==> src/rtl/led128_dec_pkg.sv <==
// led128_dec_pkg
//   Shared constants and FSM state type for LED-128 decryption controllers.
//   Round constants run backwards from RC_START (round 47) to RC_LAST (round 0).
package led128_dec_pkg;

  localparam int         STAGES_DEF    = 5;      // S-box pipeline depth (1..8)
  localparam logic [5:0] RC_START      = 6'h04;  // rc of round 47
  localparam logic [5:0] RC_LAST       = 6'h01;  // rc of round 0
  localparam int         NUM_ROUNDS    = 48;

  // One key addition every four rounds, counted down from the last step.
  localparam logic [1:0] PHASE_START   = 2'd3;
  localparam logic [3:0] KEYSTEP_START = 4'(NUM_ROUNDS / 4);

  typedef enum logic [1:0] {
    ST_IDLE,
    ST_RUN,
    ST_FINAL,
    ST_DONE
  } dec_state_e;

endpackage

==> src/rtl/led_rc_lfsr_inv.sv <==
// led_rc_lfsr_inv
//   Combinational inverse of the LED round-constant LFSR.
//   Encryption steps rc -> {rc[4:0], rc[5] ~^ rc[4]}; this returns the
//   predecessor state so a decryptor can walk the constants backwards.
// Ports:
//   i_rc      : current 6-bit round constant
//   o_rc_prev : round constant of the preceding encryption round
module led_rc_lfsr_inv (
  input  logic [5:0] i_rc,
  output logic [5:0] o_rc_prev
);

  assign o_rc_prev = {i_rc[0] ~^ i_rc[5], i_rc[5:1]};

endmodule

==> src/rtl/led128_dec_controller.sv <==
// led128_dec_controller
//   Sequencing FSM for an LED-128 decryption datapath. Walks rounds 47..0,
//   each held STAGES cycles, then one FINAL whitening cycle (state ^ K1) and a
//   one-cycle done pulse. Carries no key or state bits.
// Ports:
//   clk, rst        : clock, synchronous active-high reset
//   start           : launch a decryption (only looked at in IDLE)
//   rc_out          : round constant of the current inverse round
//   AddKey          : XOR the selected key into the state this round/step
//   SelKey          : 0 = K1, 1 = K2
//   RoundFunctionEN : inverse round datapath enable
//   busy            : RUN or FINAL
//   done            : one-cycle pulse, plaintext valid
module led128_dec_controller
  import led128_dec_pkg::*;
#(
  parameter int STAGES = STAGES_DEF   // legal range 1..8
) (
  input  logic       clk,
  input  logic       rst,
  input  logic       start,
  output logic [5:0] rc_out,
  output logic       AddKey,
  output logic       SelKey,
  output logic       RoundFunctionEN,
  output logic       busy,
  output logic       done
);

  dec_state_e        r_state;
  logic [5:0]        r_rc;
  logic [1:0]        r_phase;     // 3 on key-adding rounds, counts down per round
  logic [3:0]        r_keystep;   // parity picks K1/K2
  logic [STAGES-1:0] r_ring;      // one-hot position inside the current round

  logic [5:0]        w_rc_prev;
  logic              w_round_end;

  led_rc_lfsr_inv u_rc_inv (
    .i_rc      (r_rc),
    .o_rc_prev (w_rc_prev)
  );

  assign w_round_end = r_ring[STAGES-1];

  always_ff @(posedge clk) begin
    if (rst) begin
      r_state   <= ST_IDLE;
      r_rc      <= RC_START;
      r_phase   <= PHASE_START;
      r_keystep <= KEYSTEP_START;
      r_ring    <= STAGES'(1);
    end else begin
      case (r_state)
        ST_IDLE: begin
          if (start) r_state <= ST_RUN;
        end
        ST_RUN: begin
          r_ring <= w_round_end ? STAGES'(1) : (r_ring << 1);
          if (w_round_end) begin
            // Round 0 ends the loop; rc stays at RC_LAST through FINAL/DONE.
            if (r_rc == RC_LAST) begin
              r_state <= ST_FINAL;
            end else begin
              r_rc    <= w_rc_prev;
              r_phase <= r_phase - 2'd1;   // 2-bit wrap 0 -> 3
              if (r_phase == 2'd0) r_keystep <= r_keystep - 4'd1;
            end
          end
        end
        ST_FINAL: begin
          r_state <= ST_DONE;
        end
        ST_DONE: begin
          r_state   <= ST_IDLE;
          r_rc      <= RC_START;
          r_phase   <= PHASE_START;
          r_keystep <= KEYSTEP_START;
          r_ring    <= STAGES'(1);
        end
        default: r_state <= ST_IDLE;
      endcase
    end
  end

  // Pure decode of registered state: start never reaches an output.
  assign rc_out          = r_rc;
  assign RoundFunctionEN = (r_state == ST_RUN);
  assign busy            = (r_state == ST_RUN) || (r_state == ST_FINAL);
  assign done            = (r_state == ST_DONE);
  assign AddKey          = ((r_state == ST_RUN) && (r_phase == 2'd3)) || (r_state == ST_FINAL);
  assign SelKey          = (r_state == ST_RUN) && r_keystep[0];

endmodule
==> config.mk <==
export PLATFORM = sky130hd
export DESIGN_NAME = led128_dec_controller
export DESIGN_NICKNAME = d
export VERILOG_FILES = /design/src/rtl/led128_dec_pkg.sv /design/src/rtl/led_rc_lfsr_inv.sv /design/src/rtl/led128_dec_controller.sv
export SDC_FILE = /design/constraint.sdc
export NUM_CORES = 1
export LEC_CHECK = 0
export BUFFER_PORTS_ARGS = -buffer_cell sky130_fd_sc_hd__buf_2
export CORE_ASPECT_RATIO = 0.7
export CORE_MARGIN = 4
export CORE_UTILIZATION = 45
export CTS_CLUSTER_SIZE = 28
export DETAILED_ROUTE_END_ITERATION = 12
export HOLD_SLACK_MARGIN = 0.02
export PLACE_DENSITY_LB_ADDON = 0.2
export SETUP_SLACK_MARGIN = 0.2
export SLEW_MARGIN = 20
export SYNTH_ARGS = -nofsm -noshare
export SYNTH_HDL_FRONTEND = slang
export SYNTH_HIERARCHICAL = 1
export SYNTH_SLANG_ARGS = --single-unit
export TNS_END_PERCENT = 50
==> constraint.sdc <==
create_clock -name clk -period 3.21 [get_ports clk]
set_input_delay 0.1605 -clock clk [delete_from_list [all_inputs] [get_ports clk]]
set_output_delay 0.1605 -clock clk [all_outputs]
set_load 0.05 [all_outputs]
==> results of run 1 <==
[state kept, by name, indices dropped and copies added (netlist names)]
name       flops
rc_out         6
r_state        2
r_phase        2
r_ring         5
r_keystep      1
[kinds of logic after synthesis]
kind of cell	Yosys count	synth area share, %
xor+xnor	1	1.03
simple gates	41	26.4
fa+ha+maj	6	8.85
compound gates	19	16.1
buf+inv	15	9.88
flops	16	37.8
[per-layer routing]
metal,global-route usage [%],share of wire [%]
met1,19.5,51
met2,17.0,42
met3,5.25,6.8
met4,2.65,0.64
met5,0,0
[synth_stat cells (2+ instances only)]
| master | number | share of area (%) |
|---|---|---|
| nand3_1 | 10 | 5.9 |
| o21ai_1 | 3 | 1.8 |
| a21oi_2 | 2 | 2.1 |
| buf_4 | 7 | 6.2 |
| nand2_1 | 12 | 5.3 |
| nand3b_1 | 4 | 3.5 |
| a21oi_1 | 6 | 3.5 |
| nor4_1 | 2 | 1.5 |
| dfxtp_1 | 16 | 38 |
| ha_1 | 6 | 8.8 |
| inv_1 | 5 | 2.2 |
| nor2_1 | 6 | 2.7 |
| a21o_1 | 2 | 1.8 |
[layout by cell type, fill, tap and decap left out, types with 3 or more instances in the layout]
master,n
a21oi_1,6
nand3b_1,4
buf_2,13
dfxtp_1,16
nand3_1,10
nor2_1,6
o21ai_1,3
nand2_1,12
inv_1,5
clkbuf_4,3
ha_1,6
[how the worst max path moves through the flow]
stage / start / end / slack (ps) / cells past startpoint
floorplan: r_state[1]$_SDFFE_PP0P_ / rc_out[5]$_SDFFE_PP0P_ / 1380 / 8
detailed placement: r_state[1]$_SDFFE_PP0P_ / r_phase[0]$_SDFFE_PP1P_ / 1310 / 6
CTS: r_state[1]$_SDFFE_PP0P_ / r_phase[0]$_SDFFE_PP1P_ / 1300 / 6
global route: r_state[1]$_SDFFE_PP0P_ / r_phase[0]$_SDFFE_PP1P_ / 1040 / 6
global placement: r_state[1]$_SDFFE_PP0P_ / r_phase[0]$_SDFFE_PP1P_ / 1390 / 6
finish: r_state[1]$_SDFFE_PP0P_ / r_phase[0]$_SDFFE_PP1P_ / 1280 / 6
[cell type report]
type                            count  area (um^2)  share of cell area [%]
Inverter                            6         22.5                    2.46
Tap cell                           21         26.3                    2.87
Timing Repair Buffer               13         65.1                    7.11
Sequential cell                    16          320                    35.0
Multi-Input combinational cell     67          444                    48.6
Clock buffer                        4         36.3                    3.97
[where the power goes]
group / leakage, nW / internal (mW) / total, mW / switching, mW
sequential: 0.130 / 0.224 / 0.242 / 0.0188
clock: 0.0210 / 0.0691 / 0.132 / 0.0631
combinational: 0.265 / 0.0860 / 0.301 / 0.215
total: 0.416 / 0.379 / 0.675 / 0.297
[stage by stage]
| stage | std cells | area, um^2 | power, mW | worst slack, ps |
|---|---|---|---|---|
| after floorplan | 98 | 848 | 0.506 | 1380 |
| after global placement | 123 | 878 | 0.550 | 1390 |
| after detailed placement | 123 | 878 | 0.550 | 1310 |
| after CTS | 127 | 915 | 0.684 | 1300 |
| after global routing | 127 | 915 | 0.721 | 1040 |
| final | 127 | 915 | 0.675 | 1280 |
==> results.yml, run 1 <==
status:
  status: "completed"
worst_setup_path:
  cp_slowest_cell: "a21oi_2"
  required_ps: 3400
  r2r_start: "r_state[1]$_SDFFE_PP0P_"
  crit_family: "compound AO/OA/AOI/OAI gates"
  endpoint_kind: "register"
  worstPathMaxFanout: 17
  r2r_setup_slack_ps: 1280
  crit_type: "register to register"
  crit_path_start_kind: "register"
  cp.arrival_ps: 2110
  max_stage_delay_ps: 510
  r2r_end: "r_phase[0]$_SDFFE_PP1P_"
  r2r_cells: 6
  crit_buf_inv: 1
  path_cells: "inv_1 > ha_1 > nand2_2 > a21oi_2 > nor3b_1 > o21bai_1"
sta:
  setup_viol: 0
  rsz0062_at_grt: "false"
  hold_slack_ps: 149
  max_freq_ghz: 0.519
  fin_skew_ps: 4.82
  slew_viol_final: 0
  tns_ps: 0
  finalCritPeriodShare_pct: 60.0
  max_slew_margin_pct: 56.5
  tightest_slew_ps: 653
  post-route-min-period_ps: 1930
  hold_viol: 0
global_route:
  antenna_found_initial: 0
  grt.overflow.total: 0
  grt_max_degree: 18
  grt_pass1_vias: 553
  track_usage_pct: 13.0
  grt_pass1_wl_mm: 2.61
synthesis:
  synth_edf_count: 0
  synth_area_um2: 848
  synthCells: 98
  ys_seq_area_share_pct: 37.8
  yosysUniqueCellTypes: 30
  syn_nets: 107
  synthArstFlopShare_pct: 0
  ys_seq_elements: 16
  ys.flop_type: "dfxtp_1"
  synth.avg_cell_area_um2: 8.66
  yosysWarnings: 6
route:
  num_vias: 680
  viasPerCell: 5.35
  dr.pass1.iters: 4
  drt_iter0_drc: 29
  ant_nets: 0
  drc: 0
  wl_per_cell_um: 12.3
  routed_wl_mm: 1.56
clock_network:
  cts_setup_buffers: 0
  clock-root-buffer: "clkbuf_4"
  clock_path_buffers: 2
  cts.clk_slew.worst_paths_ps: 90
  cts.sinks: 16
  htree_num_levels: 1
  cts_tree: "done"
  ctsResizeCount: 0
  clock_latency_ps: 290
  cts-hold-fix-buffers: 0
  cts_made_buffers: 3
hold_path:
  hold_path_depth: 2
  hold_class: "primary input to register"
  min-delay-start: "rst"
  min_to: "r_state[0]$_SDFFE_PP0P_"
power_and_ir_drop:
  p_leak_nw: 0.416
  peakVddDrop_mv: 0.567
  p_per_area_nw_per_um2: 738
die:
  rows: 12
  die_area_um2: 2650
  die_w_um: 59.9
  initial_core_util_pct: 50.4
  die_h_um: 44.3
  core_area_um2: 1680
  io_pins: 14
place:
  hpwl_mm: 1.21
  gp_congestion: 0.804
  port_buffers: 13
final_layout:
  syn_to_final_growth_pct: 7.82
  post-route-util_pct: 54.4
  final_layout_size_suffix_gt1_share_pct: 24.5
  n_fill_cell: 169
  num-nets-final: 116
  insertedDiodeCount: 0
job:
  max_cap_viol_count: 0
No activity file was read; power rests on OpenSTA's default activity.
==> inputs of run 2 (changes only) <==
- ABC_AREA: unset -> 1
- clock period: 3.21 -> 1.8 ns (I/O delays scaled with it)
==> run 2 against run 1 <==
Final cell count grew 34%. Synthesized cell count is 43% higher. Combinational power grew to 3.0 times the previous value. Hold slack got worse by 14 ps. Flip-flop and latch count is the same. Clock skew down 1.2 ps. Cell area up 10%. Register-to-register slack lost 930 ps. Sequential power grew 100%. First-iteration DRC count increased by 55%. Die area rose by 9.9%. Largest cell class unchanged. Largest power group unchanged. Highest routed layer unchanged.
==> results.yml, run 2 <==
status:
  status: "completed"
final_layout:
  post-route-util_pct: 52.4
  final_cell_mix: "39 x nand2_1, 22 x inv_1, 16 x dfxtp_1"
  final_cells: 170
  n_fill_cell: 194
  insertedDiodeCount: 0
  final_cell_area_um2: 1010
  largest_reg_flops: 6
  final_layout_size_suffix_gt1_share_pct: 19.6
  syn_to_final_growth_pct: 6.07
  mostFrequentLayoutCell: "nand2_1"
  num-nets-final: 159
clock_network:
  ctsResizeCount: 0
  clock_latency_ps: 290
  clock_path_buffers: 2
  cts_made_buffers: 3
  cts.sinks: 16
  cts.clk_slew.worst_paths_ps: 90
  cts-hold-fix-buffers: 0
  cts_tree: "done"
  cts_setup_buffers: 0
  htree_num_levels: 1
  clock-root-buffer: "clkbuf_4"
synthesis:
  synth.most_common_cell: "nand2_1"
  synth.avg_cell_area_um2: 6.77
  yosysWarnings: 6
  yosys.area.top_type_share_pct: 33.8
  synth_top_family_by_area: "simple AND/OR/NAND/NOR gates"
  syn_nets: 149
  ys_seq_area_share_pct: 33.8
  ys_top_cells_by_area: "dfxtp_1 34%, nand2_1 15%, inv_1 8.7%, ha_1 7.9%, nand3_1 4.7%"
  synthArstFlopShare_pct: 0
  synth_compound_area_share_pct: 6.07
  ys_seq_elements: 16
  synthCells: 140
  synth_edf_count: 0
  synthMuxAreaShare_pct: 0
  synth_commonest_cells: "39 x nand2_1, 22 x inv_1, 16 x dfxtp_1"
  synthXorXnorAreaFrac_pct: 0
  synth_area_um2: 948
  synthSimpleGateAreaFrac_pct: 36.4
  netlist.top_cell.by_area: "dfxtp_1"
  yosysUniqueCellTypes: 23
  synth-adder-area-share_pct: 7.92
  ys.flop_type: "dfxtp_1"
power_and_ir_drop:
  p_per_area_nw_per_um2: 1550
  comb_power_share_pct: 56.8
  peakVddDrop_mv: 0.894
  p_seq_share_pct: 31.1
  intPower_uw: 753
  power_mw: 1.56
  p_sw_uw: 810
  p_leak_nw: 0.533
  p_sw_share_pct: 51.8
  power_frac_clock_pct: 12.1
route:
  top_layer: "met4"
  ant_nets: 0
  dr.pass1.iters: 5
  num_vias: 832
  routed_wl_mm: 1.90
  viasPerCell: 4.89
  wl_per_cell_um: 11.2
  drc: 0
  wl_met3_um: 114
  drt_iter0_drc: 45
  m1WireLength_um: 967
  wl_met2_um: 802
worst_setup_path:
  r2r_setup_slack_ps: 350
  r2r_start: "r_state[0]$_SDFFE_PP0P_"
  crit_type: "register to output port"
  cp.arrival_ps: 1460
  endpoint_kind: "output port"
  r2r_cells: 6
  worstPathMaxFanout: 11
  r2r_end: "r_keystep[0]$_SDFFE_PP0P_"
  required_ps: 1710
  crit_path_start_kind: "register"
  cp-endpoint: "AddKey"
  worstSetupStartpoint: "r_state[1]$_SDFFE_PP0P_"
sta:
  max_slew_margin_pct: 75.9
  hold_viol: 0
  max_freq_ghz: 0.647
  post-route-min-period_ps: 1550
  post-route-worst-setup-slack_ps: 254
  slew_viol_final: 0
  tns_ps: 0
  setup_viol: 0
  finalCritPeriodShare_pct: 85.9
  rsz0062_at_grt: "true"
  fin_skew_ps: 3.63
  tightest_slew_ps: 362
  hold_slack_ps: 135
die:
  rows: 13
  initial_core_util_pct: 49.4
  io_pins: 14
  core_area_um2: 1920
  die_w_um: 62.9
  die_area_um2: 2920
  die_h_um: 46.4
global_route:
  grt_pass1_wl_mm: 3.42
  grt_pass1_vias: 757
  antenna_found_initial: 0
  grt.overflow.total: 0
  track_usage_pct: 15.2
  grt_max_degree: 15
hold_path:
  hold_class: "primary input to register"
place:
  dp.cells: 167
  hpwl_mm: 1.38
  pre_cts_ws_ps: 395
  gp_congestion: 0.750
  port_buffers: 13
  placed_area_um2: 983
job:
  max_cap_viol_count: 0
==> run 2: changes by cell type after synthesis, sizes merged, moves of 3 or more <==
| cell | change |
|---|---|
| nand2 | +30 |
| nand4 | +3 |
| nor2 | +9 |
| nand3b | -4 |
| inv | +18 |
==> run 2: worst min-delay path by stage <==
stage	startpoint	end	slack, ps	cells past startpoint
after floorplan	rst	r_ring[0]$_SDFFE_PP1P_	220	2
after global placement	rst	rc_out[4]$_SDFFE_PP0P_	440	2
after detailed placement	rst	rc_out[4]$_SDFFE_PP0P_	440	2
after CTS	rst	rc_out[4]$_SDFFE_PP0P_	130	2
after global routing	rst	rc_out[4]$_SDFFE_PP0P_	140	2
final	rst	rc_out[4]$_SDFFE_PP0P_	130	2
==> run 2: final cells by class <==
type / instances / area [um^2] / share of cell area [%]
clock buffer: 3 / 22.5 / 2.24
inverter: 24 / 90.1 / 8.96
multi-input combinational: 92 / 480 / 47.8
sequential: 16 / 320 / 31.8
tap: 22 / 27.5 / 2.74
timing repair buffer: 13 / 65.1 / 6.47
==> run 2: logic make-up after synthesis <==
family          Yosys count
compound gates           11
fa+ha+maj                 6
buf+inv                  32
flops                    16
simple gates             75
==> run 2: critical path, stage by stage (launching register included) <==
cell and delay, ps:
dfxtp_1 340, inv_1 100, ha_2 330, a21o_1 150, buf_2 250
==> run 2: metal layers <==
layer  vias to the layer above  GRT usage [%]
met2                        12           23.1
met1                       377           20.5
met3                         2           5.85
li1                        441              -
met5                         -              0
met4                         0           3.51
==> run 2: power by group through the flow <==
| stage | clock [mW] | sequential [mW] | combinational (mW) |
|---|---|---|---|
| 3_5_place_dp | 0 | 0.493 | 0.883 |
| 5_1_grt | 0.209 | 0.497 | 0.988 |
| 2_1_floorplan | 0 | 0.544 | 0.723 |
| 4_1_cts | 0.194 | 0.485 | 0.893 |
| 6_report | 0.189 | 0.486 | 0.888 |
| 3_3_place_gp | 0 | 0.493 | 0.871 |
==> inputs of run 3 (changes only) <==
- CORE_ASPECT_RATIO: 0.7 -> unset
- CORE_UTILIZATION: 45 -> 54
- GPL_TIMING_DRIVEN: unset -> 0
- RECOVER_POWER: unset -> 25
==> run 3 against run 2 <==
Flip-flop and latch count did not move. Hold slack worse by 31 ps. Sequential share of layout area shrank 1.3 points. Clock-buffer cell count stayed put.
==> results.yml, run 3 (synthesized netlist as in run 2, its figures left out) <==
status:
  status: "completed"
final_layout:
  ff_latch_area_um2: 322
  mostFrequentLayoutCell: "nand2_1"
  insertedDiodeCount: 0
  n_fill_cell: 159
  final_cells: 172
  num-nets-final: 167
  largest_reg_flops: 6
  multi_input_comb_area_um2: 478
  final_cell_mix: "39 x nand2_1, 22 x inv_1, 15 x dfxtp_1"
  syn_to_final_growth_pct: 11.1
  final_layout_size_suffix_gt1_share_pct: 19.9
sta:
  post-route-min-period_ps: 1480
  slew_viol_final: 0
  setup_viol: 0
  tns_ps: 0
  finalCritPeriodShare_pct: 82.2
  tightest_slew_ps: 614
  rsz0062_at_grt: "false"
  max_freq_ghz: 0.676
  max_slew_margin_pct: 59.2
  fin_skew_ps: 3.86
  hold_viol: 0
worst_setup_path:
  crit_path_start_kind: "register"
  cp.arrival_ps: 1390
  r2r_start: "r_state[0]$_SDFFE_PP0P_"
  r2r_cells: 8
  endpoint_kind: "output port"
  crit_type: "register to output port"
  worstPathMaxFanout: 10
  required_ps: 1710
  r2r_end: "r_keystep[0]$_SDFFE_PP0P_"
  r2r_setup_slack_ps: 380
global_route:
  grt_use_met3_pct: 3.92
  met1_usage_pct: 20.3
  antenna_found_initial: 0
  grt_util_met2_pct: 27.8
  grt.overflow.total: 0
  grt_pass1_wl_mm: 3.30
  track_usage_pct: 16.8
  grt_pass1_vias: 822
  grt_max_degree: 11
  top_usage_layer: "met2"
route:
  drt_iter0_drc: 12
  dr.pass1.iters: 4
  ant_nets: 0
  wl_per_cell_um: 10.1
  viasPerCell: 4.92
  num_vias: 847
  routed_wl_mm: 1.73
  drc: 0
die:
  rows: 14
  die_area_um2: 2490
  core_area_um2: 1580
  die_w_um: 49.9
  die_h_um: 49.9
  io_pins: 14
  initial_core_util_pct: 60.2
hold_path:
  hold_path_depth: 3
  min_to: "r_ring[0]$_SDFFE_PP1P_"
  min-delay-start: "rst"
  hold_class: "primary input to register"
power_and_ir_drop:
  p_leak_nw: 0.553
  peakVddDrop_mv: 0.968
  p_per_area_nw_per_um2: 1510
clock_network:
  cts.sinks: 16
  clock_path_buffers: 2
  cts_made_buffers: 3
  clock-root-buffer: "clkbuf_4"
  cts.clk_slew.worst_paths_ps: 80
  cts_tree: "done"
  clock_latency_ps: 280
  cts_setup_buffers: 0
  htree_num_levels: 1
job:
  max_cap_viol_count: 0
place:
  gp_congestion: 0.759
  hpwl_mm: 1.37
  dp.cells: 169
  port_buffers: 13
==> run 3: changes by cell type in the layout (fill, tap and decap cells not counted), sizes merged <==
cell	before	now
clkbuf	3	10
buf	13	14
==> run 3: how the worst max path moves through the flow <==
stage                           endpoint                     from
2_1_floorplan  r_keystep[0]$_SDFFE_PP0P_  r_state[0]$_SDFFE_PP0P_
3_3_place_gp      rc_out[3]$_SDFFE_PP0P_  r_state[1]$_SDFFE_PP0P_
3_5_place_dp      rc_out[3]$_SDFFE_PP0P_  r_state[1]$_SDFFE_PP0P_
4_1_cts                           AddKey  r_state[1]$_SDFFE_PP0P_
5_1_grt                           SelKey  r_state[1]$_SDFFE_PP0P_
6_report                          AddKey  r_state[1]$_SDFFE_PP0P_
==> run 3: area by class of cell <==
| class | count | share of cell area, % |
|---|---|---|
| Buffer | 8 | 5.70 |
| Tap cell | 16 | 1.90 |
| Clock buffer | 3 | 2.14 |
| Timing Repair Buffer | 13 | 5.82 |
| Inverter | 24 | 8.55 |
| Sequential cell | 16 | 30.5 |
| Multi-Input combinational cell | 92 | 45.4 |
==> run 3: critical path, stage by stage (launching register included) <==
cell      delay (ps)
dfxtp_2          350
inv_1             70
ha_2             180
buf_6            140
a21o_1           170
clkbuf_4         200
==> run 3: per-layer routing <==
metal	vias up	routed length [um]
met2	20	797
li1	453	-
met4	0	17
met1	372	810
met3	2	104
met5	-	0
==> run 3: power breakdown <==
part           internal, mW  leakage, nW  total [mW]  switching, mW
registers             0.428        0.131       0.488         0.0596
logic                 0.288        0.409       0.920          0.632
clock network        0.0777       0.0138       0.182          0.104
==> run 3: what timing repair did <==
action / CTS / global route
resized for setup: 0 / 2
hold buffers: 0 / 0
setup endpoints to repair: 0 / 1
==> run 3: metrics by stage <==
stage	util, %	hold slack (ps)	power, mW	instance area (um^2)	worst slack (ps)
after floorplan	-	222	1.27	951	218
after global placement	65.7	395	1.40	1040	436
after detailed placement	65.7	391	1.42	1040	410
after CTS	67.1	94.6	1.60	1060	258
after global routing	66.8	123	1.74	1050	232
final	66.8	103	1.59	1050	320
